**src/rtl/elevator_controller.sv**
```systemverilog
// Six-floor SCAN elevator controller: latches cabin/hall calls, drives hoist and door.
// All outputs registered; a call sampled on edge k is acted on at edge k+1, no backpressure.
module elevator_controller #(
    parameter int BUTTONS_WIDTH = 6,
    parameter int FLOOR_CYCLES  = 4,
    parameter int DOOR_CYCLES   = 8
) (
    input  logic                     clk,
    input  logic                     reset,
    input  logic                     open_btn,
    input  logic                     close_btn,
    input  logic [BUTTONS_WIDTH-1:0] btn_num_in,
    input  logic [BUTTONS_WIDTH-1:0] btn_up_out,
    input  logic [BUTTONS_WIDTH-1:0] btn_down_out,
    output logic                     engine_up,
    output logic                     engine_down,
    output logic                     open_door,
    output logic                     close_door,
    output logic [BUTTONS_WIDTH-1:0] level_display
);

    localparam int FCW = (FLOOR_CYCLES > 1) ? $clog2(FLOOR_CYCLES) : 1;
    localparam int DCW = (DOOR_CYCLES > 1) ? $clog2(DOOR_CYCLES) : 1;
    localparam logic [FCW-1:0] FLOOR_LOAD = FCW'(FLOOR_CYCLES - 1);
    localparam logic [DCW-1:0] DOOR_LOAD  = DCW'(DOOR_CYCLES - 1);

    typedef logic [BUTTONS_WIDTH-1:0] vec_t;
    typedef enum logic [1:0] {IDLE, MOVE_UP, MOVE_DOWN, DOOR_OPEN} state_t;

    state_t         state_q;
    vec_t           cab_q, cab_d, up_q, up_d, dn_q, dn_d;
    vec_t           disp_q;
    logic           dir_up_q;
    logic [FCW-1:0] move_cnt_q;
    logic [DCW-1:0] door_cnt_q;
    logic           eng_up_q, eng_dn_q, open_q, close_q;

    vec_t pending, below_m, above_m, nxt_up, nxt_dn, above_nu, below_nd, clr;
    logic here_pend, here_btn, any_above, any_below, stop_up, stop_dn;

    // The one-hot display doubles as the floor register, so all floor
    // comparisons are done with masks derived from it.
    always_comb begin
        pending   = cab_q | up_q | dn_q;
        below_m   = disp_q - vec_t'(1);
        above_m   = ~(disp_q | below_m);
        nxt_up    = disp_q << 1;
        nxt_dn    = disp_q >> 1;
        above_nu  = ~(nxt_up | (nxt_up - vec_t'(1)));
        below_nd  = nxt_dn - vec_t'(1);
        here_pend = |(pending & disp_q);
        here_btn  = |((btn_num_in | btn_up_out | btn_down_out) & disp_q);
        any_above = |(pending & above_m);
        any_below = |(pending & below_m);
        // A reverse-direction call at the arrival floor only stops the car when
        // nothing lies further ahead, which the second term already covers.
        stop_up   = (|((cab_q | up_q) & nxt_up)) || !(|(pending & above_nu));
        stop_dn   = (|((cab_q | dn_q) & nxt_dn)) || !(|(pending & below_nd));
        clr       = (state_q == DOOR_OPEN) ? disp_q : '0;
        cab_d     = (cab_q | btn_num_in)   & ~clr;
        up_d      = (up_q  | btn_up_out)   & ~clr;
        dn_d      = (dn_q  | btn_down_out) & ~clr;
    end

    always_ff @(posedge clk or posedge reset) begin
        if (reset) begin
            state_q    <= IDLE;
            cab_q      <= '0;
            up_q       <= '0;
            dn_q       <= '0;
            disp_q     <= vec_t'(1);
            dir_up_q   <= 1'b1;
            move_cnt_q <= '0;
            door_cnt_q <= '0;
            eng_up_q   <= 1'b0;
            eng_dn_q   <= 1'b0;
            open_q     <= 1'b0;
            close_q    <= 1'b1;
        end else begin
            cab_q <= cab_d;
            up_q  <= up_d;
            dn_q  <= dn_d;
            case (state_q)
                IDLE: begin
                    if (here_pend || open_btn) begin
                        state_q    <= DOOR_OPEN;
                        door_cnt_q <= DOOR_LOAD;
                        open_q     <= 1'b1;
                        close_q    <= 1'b0;
                    end else if (dir_up_q && any_above) begin
                        state_q    <= MOVE_UP;
                        move_cnt_q <= FLOOR_LOAD;
                        eng_up_q   <= 1'b1;
                    end else if (any_below) begin
                        state_q    <= MOVE_DOWN;
                        dir_up_q   <= 1'b0;
                        move_cnt_q <= FLOOR_LOAD;
                        eng_dn_q   <= 1'b1;
                    end else if (any_above) begin
                        state_q    <= MOVE_UP;
                        dir_up_q   <= 1'b1;
                        move_cnt_q <= FLOOR_LOAD;
                        eng_up_q   <= 1'b1;
                    end
                end
                MOVE_UP: begin
                    if (move_cnt_q == '0) begin
                        disp_q <= nxt_up;
                        if (stop_up) begin
                            state_q    <= DOOR_OPEN;
                            eng_up_q   <= 1'b0;
                            open_q     <= 1'b1;
                            close_q    <= 1'b0;
                            door_cnt_q <= DOOR_LOAD;
                        end else begin
                            move_cnt_q <= FLOOR_LOAD;
                        end
                    end else begin
                        move_cnt_q <= move_cnt_q - 1'b1;
                    end
                end
                MOVE_DOWN: begin
                    if (move_cnt_q == '0) begin
                        disp_q <= nxt_dn;
                        if (stop_dn) begin
                            state_q    <= DOOR_OPEN;
                            eng_dn_q   <= 1'b0;
                            open_q     <= 1'b1;
                            close_q    <= 1'b0;
                            door_cnt_q <= DOOR_LOAD;
                        end else begin
                            move_cnt_q <= FLOOR_LOAD;
                        end
                    end else begin
                        move_cnt_q <= move_cnt_q - 1'b1;
                    end
                end
                DOOR_OPEN: begin
                    // Any reopen request outranks close_btn.
                    if (open_btn || here_btn) begin
                        door_cnt_q <= DOOR_LOAD;
                    end else if (close_btn || door_cnt_q == '0) begin
                        state_q    <= IDLE;
                        door_cnt_q <= '0;
                        open_q     <= 1'b0;
                        close_q    <= 1'b1;
                    end else begin
                        door_cnt_q <= door_cnt_q - 1'b1;
                    end
                end
                default: state_q <= IDLE;
            endcase
        end
    end

    assign engine_up     = eng_up_q;
    assign engine_down   = eng_dn_q;
    assign open_door     = open_q;
    assign close_door    = close_q;
    assign level_display = disp_q;

endmodule

```
**config.mk**
```make
export PLATFORM = sky130hd
export DESIGN_NAME = elevator_controller
export DESIGN_NICKNAME = d
export VERILOG_FILES = /design/src/rtl/elevator_controller.sv
export SDC_FILE = /design/constraint.sdc
export NUM_CORES = 1
export LEC_CHECK = 0
export ABC_CLOCK_PERIOD_IN_PS = 3440
export CORE_ASPECT_RATIO = 1.75
export CORE_MARGIN = 2
export CORE_UTILIZATION = 55
export DETAILED_ROUTE_END_ITERATION = 12
export PLACE_DENSITY = 0.86
export SLEW_MARGIN = 10
export SYNTH_ARGS = -nofsm -noshare
export SYNTH_HDL_FRONTEND = slang
export SYNTH_SLANG_ARGS = --single-unit
```
**constraint.sdc**
```tcl
create_clock -name clk -period 3.44 [get_ports clk]
set_input_delay 0.688 -clock clk [delete_from_list [all_inputs] [get_ports clk]]
set_output_delay 0.688 -clock clk [all_outputs]
set_load 0.02 [all_outputs]
```
After elaboration in Yosys (flattened, before gate mapping). Index checks and enable logic that the tools add are counted.

Multiplexer cells: 58. Equality and inequality tests: 19. Bitwise operators: 26. Reduce and logical (&&, ||, !) cells: 32. Add/sub/neg operators: 5.

Operators by type and width (count): $and A6 B6 Y6 (10); $or A6 B6 Y6 (10); $reduce_or A6 Y1 (8); $mux W2 (18); $mux W1 (22); $mux W3 (7); $mux W6 (3); $ne A2 B2 Y1 const B (9); $not A6 Y6 (3); $reduce_and A7 Y1 (2); $ne A3 B3 Y1 const B (4); $pmux W3 S4 (1); $pmux W6 S2 (1); $reduce_and A6 Y1 (2); $sub A6 B1 Y6 const B (2); $reduce_and A5 Y1 (2); $pmux W1 S4 (2); $pmux W2 S4 (1); $reduce_bool A2 Y1 (4); $and A6 B5 Y6 (1); $pmux W2 S3 (1); $sub A5 B1 Y6 const B (1); $logic_or A1 B1 Y1 (5); $ne A5 B5 Y1 const B (1); other kinds (15) (20).

Logic and storage cells: 152. Register bits after elaboration: 36. Output and inout bits: 10. Input bits: 22.

Depth between registers and ports, before layout.
Depth in word-level cells: 10. Gate-level depth with buffers: 12.

Least setup slack after synthesis. OpenSTA, ideal clock, no wires.

Path type: register to register. Start point: register disp_q[1] (netlist: level_display[1]). End point: register move_cnt_q[1]. Cell stages (with the launch flop): 12. Data arrival time: 2652 ps. Library setup time: 128 ps. Data required time: 3312 ps. Clock period less this slack: 2780 ps. Slack: 660 ps. Path buffers: 1. Cell sequence: dfrtp_1 clkbuf_1 inv_1 ha_1 nand2_1 nand2_1 ha_1 o2bb2ai_1 a2111oi_4 and3_1 a311oi_2 mux2_1.

Cells in the longest elaborated chain, start to end: 9.

Ends and longest elaborated chain: from (decl) (line 32) `vec_t disp_q;`; from (signal assigned) (line 71) `disp_q <= vec_t'(1);`; from (signal assigned) (line 108) `disp_q <= nxt_up;`; from (signal assigned) (line 124) `disp_q <= nxt_dn;`; $sub A6 B1 Y6 (on tied branches) (line 45, 49); $or A6 B6 Y6 (on tied branches) (line 46, 49); $not A6 Y6 (on tied branches) (line 46, 49); $and A6 B6 Y6 (on tied branches) (line 53, 57); $reduce_or A6 Y1 (on tied branches) (line 53, 57); $logic_and A1 B1 Y1 or $logic_not A1 Y1 (tied branches) (line 90, 57); $mux W2 or $logic_or A1 B1 Y1 (tied branches) (line 90, 57); $mux W2 or $ne A3 B3 Y1 (tied branches); $pmux W2 S3 or $reduce_and A5 Y1 (tied branches); to (signal assigned) (line 119) `move_cnt_q <= move_cnt_q - 1'b1;`; to (signal assigned) (line 135) `move_cnt_q <= move_cnt_q - 1'b1;`; to (decl) (line 34) `logic [FCW-1:0] move_cnt_q;`.

Several ways; a longest one is shown, not always the timed one. The select of a mux whose other input is x is not followed. A chain may end at the register's enable or synchronous reset.

Worst setup path in the final report.
Start point: register disp_q[0] (netlist: level_display[0]). End point: register state_q[1].

Cells in the longest elaborated chain, start to end: 9.

Ends and longest elaborated chain: $sub A6 B1 Y6 (on tied branches) (line 45, 49); $or A6 B6 Y6 (on tied branches) (line 46, 49); $not A6 Y6 (on tied branches) (line 46, 49); $and A6 B6 Y6 (on tied branches) (line 53, 57); $reduce_or A6 Y1 (on tied branches) (line 53, 57); $logic_and A1 B1 Y1 or $logic_not A1 Y1 (tied branches) (line 90, 57); $mux W2 or $logic_or A1 B1 Y1 (tied branches) (line 90, 57); $mux W2 or $ne A2 B2 Y1 (tied branches); $pmux W2 S4 or $reduce_and A7 Y1 (tied branches); to (signal assigned) (line 86) `state_q <= DOOR_OPEN;`; to (signal assigned) (line 91) `state_q <= MOVE_UP;`; to (signal assigned) (line 95) `state_q <= MOVE_DOWN;`; to (decl) (line 30) `state_t state_q;`.

Several ways; a longest one is shown, not always the timed one.

==> reports/results.txt <==
Drt drc -> 0
Core ar. -> 0.00407 mm2
GRT Util Overall -> 28.1%
Fin crit period -> 2.95 ns
Vias -> 2174
Post-Syn Area -> 0.00231 mm2
Worst-Margin Slew -> 0.768 ns
Worst hold path type -> reg2reg
Max Clock Freq -> 0.339 GHz
Clk buf depth -> 2
Worst Path Buf+Inv -> 1
Syn Inst Count -> 258
# diodes -> 0
GP Congestion -> 1.01
WP data required -> 3.62 ns
Syn nets -> 297
Fin. max-slew vios -> 0
Maximum number of pins on one net before global-route repair -> 23
Die Area -> 0.00476 mm2
1st-iter DRT viols -> 89
Post-CTS Hold Buffers -> 0
Fillers -> 363
Detail-routed net length per standard cell -> 18.0 um
Clock root buffer -> clkbuf_8
Setup violators final -> 0
I/O Buffers -> 31
Signal arrival time at the worst endpoint -> 3.13 ns
PnR Total Power -> 2.39 mW
Hold Fails Final Rpt -> 0
Worst-path cell chain -> inv_1 > ha_1 > nand3_1 > ha_1 > o31ai_1 > and4_1 > o41ai_1 > a21oi_1 > nand3_1 > mux2_2
H-tree levels -> 2
Worst vdd ir -> 0.713 mV
CP max FO -> 12
Total wire length -> 6050 um
Outcome -> complete, no violations
Total grt overflow -> 0
# nets final -> 326
Detailed Place HPWL -> 4570 um
Worst path slowest cell -> dfstp_2
Slew margin rel. -> 48.8%
Class of the most critical setup path -> reg2reg
Die W -> 53.0 um
Global-route wire length before repair -> 10000 um
Async set-reset flop share out of synthesis -> 100%
Worst Hold Path Cells -> 1
Post-synth EDFFs -> 0
Final Non-Filler Cells -> 337
Post-CTS Setup Inserts -> 0
Dominant synthesized flop cell -> dfrtp_1
Synthesis-to-layout area growth -> 19.0%
Final worst path period share -> 85.7%
Path depth of the worst reg2reg path -> 10
Initial core utilization -> 56.8%
Layout cell share with drive strength beyond 1 -> 7.64%
CP Depth -> 10
Clock slew at the register clock pins of the worst setup and hold paths -> 0.08 ns
Crit end category -> flop
RSZ-0062 raised after global routing -> false
Vias in the first global route -> 2199
Syn Area/Cell -> 8.96 um2
Clock Sinks -> 36
Final Skew -> 0.00893 ns
Fin util -> 67.6%
Pre-antenna DRT Iters -> 4
CTS tree -> done
Clk_lat worst skew -> 0.29 ns
Num CTS Buffers -> 5
Die Y -> 89.8 um
Pwr/cell area -> 867 mW/mm2
Post-DR vias/cell -> 6.45
Initial antenna violation count -> 0
CP peak stage delay -> 0.65 ns
P_leak -> 1.11 nW
Resize count post-CTS -> 0
Seq cells post-synth -> 36
Dpl cells -> 329
Nature of the critical path startpoint -> flop
Synth Warn # -> 0
Setup tns final -> 0 ns
Maxcap violations -> 0
Library cells used by synthesis -> 46
# IOs -> 32
Register area share after synthesis -> 39.1%
ANT nets after route -> 0
Worst path top cell family by delay -> compound AO/OA/AOI/OAI gates
FP Rows -> 31
==> cells in the mapped netlist (2+ instances only) <==
library cell	instances	area, um2
dfrtp_1	33	826
nor2_1	25	93.8
a21oi_1	24	120
inv_1	21	78.8
o21ai_0	18	90.1
ha_1	17	213
nand2_1	16	60.1
clkbuf_1	12	45.0
nand3_1	9	45.0
nor3_1	8	40.0
o31ai_1	7	52.6
o22ai_1	6	37.5
o31a_1	5	43.8
mux2_2	4	45.0
mux2i_1	4	40.0
or3_1	4	25.0
a22o_1	3	26.3
and4_1	3	26.3
dfstp_2	3	78.8
o211ai_1	3	22.5
a21o_1	2	15.0
a222oi_1	2	20.0
a2bb2oi_1	2	17.5
a31oi_1	2	12.5
nand4_1	2	12.5
nor4_1	2	12.5
o2bb2ai_1	2	17.5
==> cells by family (layout without fill, tap and decap cells) <==
| logic type | after synthesis | in the layout | share of synthesized area [%] |
|---|---|---|---|
| multiplexers | 9 | 9 | 4.17 |
| XOR/XNOR | 2 | 2 | 0.758 |
| adder cells (fa/ha/maj) | 17 | 17 | 9.20 |
| AO/OA/AOI/OAI | 86 | 86 | 25.7 |
| flip-flops | 36 | 36 | 39.1 |
| buffers and inverters | 34 | 64 | 5.84 |
| AND/OR/NAND/NOR | 74 | 74 | 15.3 |
==> report_power, final <==
group / switching, mW / internal [mW] / total [mW] / leakage (nW)
Combinational: 0.782 / 0.573 / 1.35 / 0.696
Sequential: 0.151 / 0.563 / 0.714 / 0.368
Clock: 0.156 / 0.163 / 0.319 / 0.0445
Total: 1.09 / 1.30 / 2.39 / 1.11
==> flip-flops by register name, indices dropped and copies added, names as in the netlist <==
name	flops
level_display	6
state_q	2
dir_up_q	1
engine_up	1
engine_down	1
move_cnt_q	2
close_door	1
up_q	6
open_door	1
dn_q	6
door_cnt_q	3
cab_q	6
==> layout make-up <==
| class | instances | area [um2] | share of cell area [%] |
|---|---|---|---|
| clock buffers | 7 | 86.3 | 3.14 |
| inverters | 21 | 78.8 | 2.86 |
| flip-flops and latches | 36 | 905 | 32.9 |
| well taps | 49 | 61.3 | 2.23 |
| repair buffers | 35 | 340 | 12.4 |
| multi-input cells | 188 | 1270 | 46.2 |
| clock inverters | 1 | 7.51 | 0.273 |
==> per-layer routing <==
| layer | part of all wire [%] | GRT usage (%) | wire, um |
|---|---|---|---|
| met1 | 36 | 30.5 | 2190 |
| met2 | 57 | 50.4 | 3440 |
| met3 | 4.2 | 4.32 | 257 |
| met4 | 2.7 | 13.0 | 163 |
| met5 | 0 | 0 | 0 |
==> metrics by stage <==
stage / hold slack [ns] / worst slack [ns] / cell area, um2
2_1_floorplan: 0.458 / 0.660 / 2310
3_3_place_gp: 0.471 / 0.583 / 2660
4_1_cts: 0.523 / 0.564 / 2750
3_5_place_dp: 0.505 / 0.582 / 2660
5_1_grt: 0.534 / 0.393 / 2750
6_report: 0.516 / 0.493 / 2750
==> worst paths after layout <==
check	startpoint	endpoint	slack (ns)
max in group asynchronous	reset	close_door	1.88
hold reg to reg	door_cnt_q[1]	door_cnt_q[1]	0.52
setup reg to reg	level_display[0]	state_q[1]	0.49
min in group asynchronous	reset	state_q[1]	0.79
hold / removal	door_cnt_q[1]	door_cnt_q[1]	0.52
setup / recovery	level_display[0]	state_q[1]	0.49
==> placed cells by master (no fill, tap or decap), types with 5 or more instances in the layout <==
master / count
o21ai_0: 18
nor3_1: 8
inv_1: 21
o22ai_1: 6
ha_1: 17
nand2_1: 16
a21oi_1: 24
nor2_1: 25
dfrtp_1: 33
nand3_1: 9
o31a_1: 5
clkdlybuf4s50_1: 31
o31ai_1: 7
clkbuf_8: 6
==> worst reg2reg max path, cell delays in order, from the launching register on <==
cell	delay [ns]
dfstp_2	0.65
inv_1	0.09
ha_1	0.22
nand3_1	0.10
ha_1	0.17
o31ai_1	0.08
and4_1	0.22
o41ai_1	0.64
a21oi_1	0.15
nand3_1	0.18
mux2_2	0.34
Note: power is estimated with default switching activity, not from simulation.
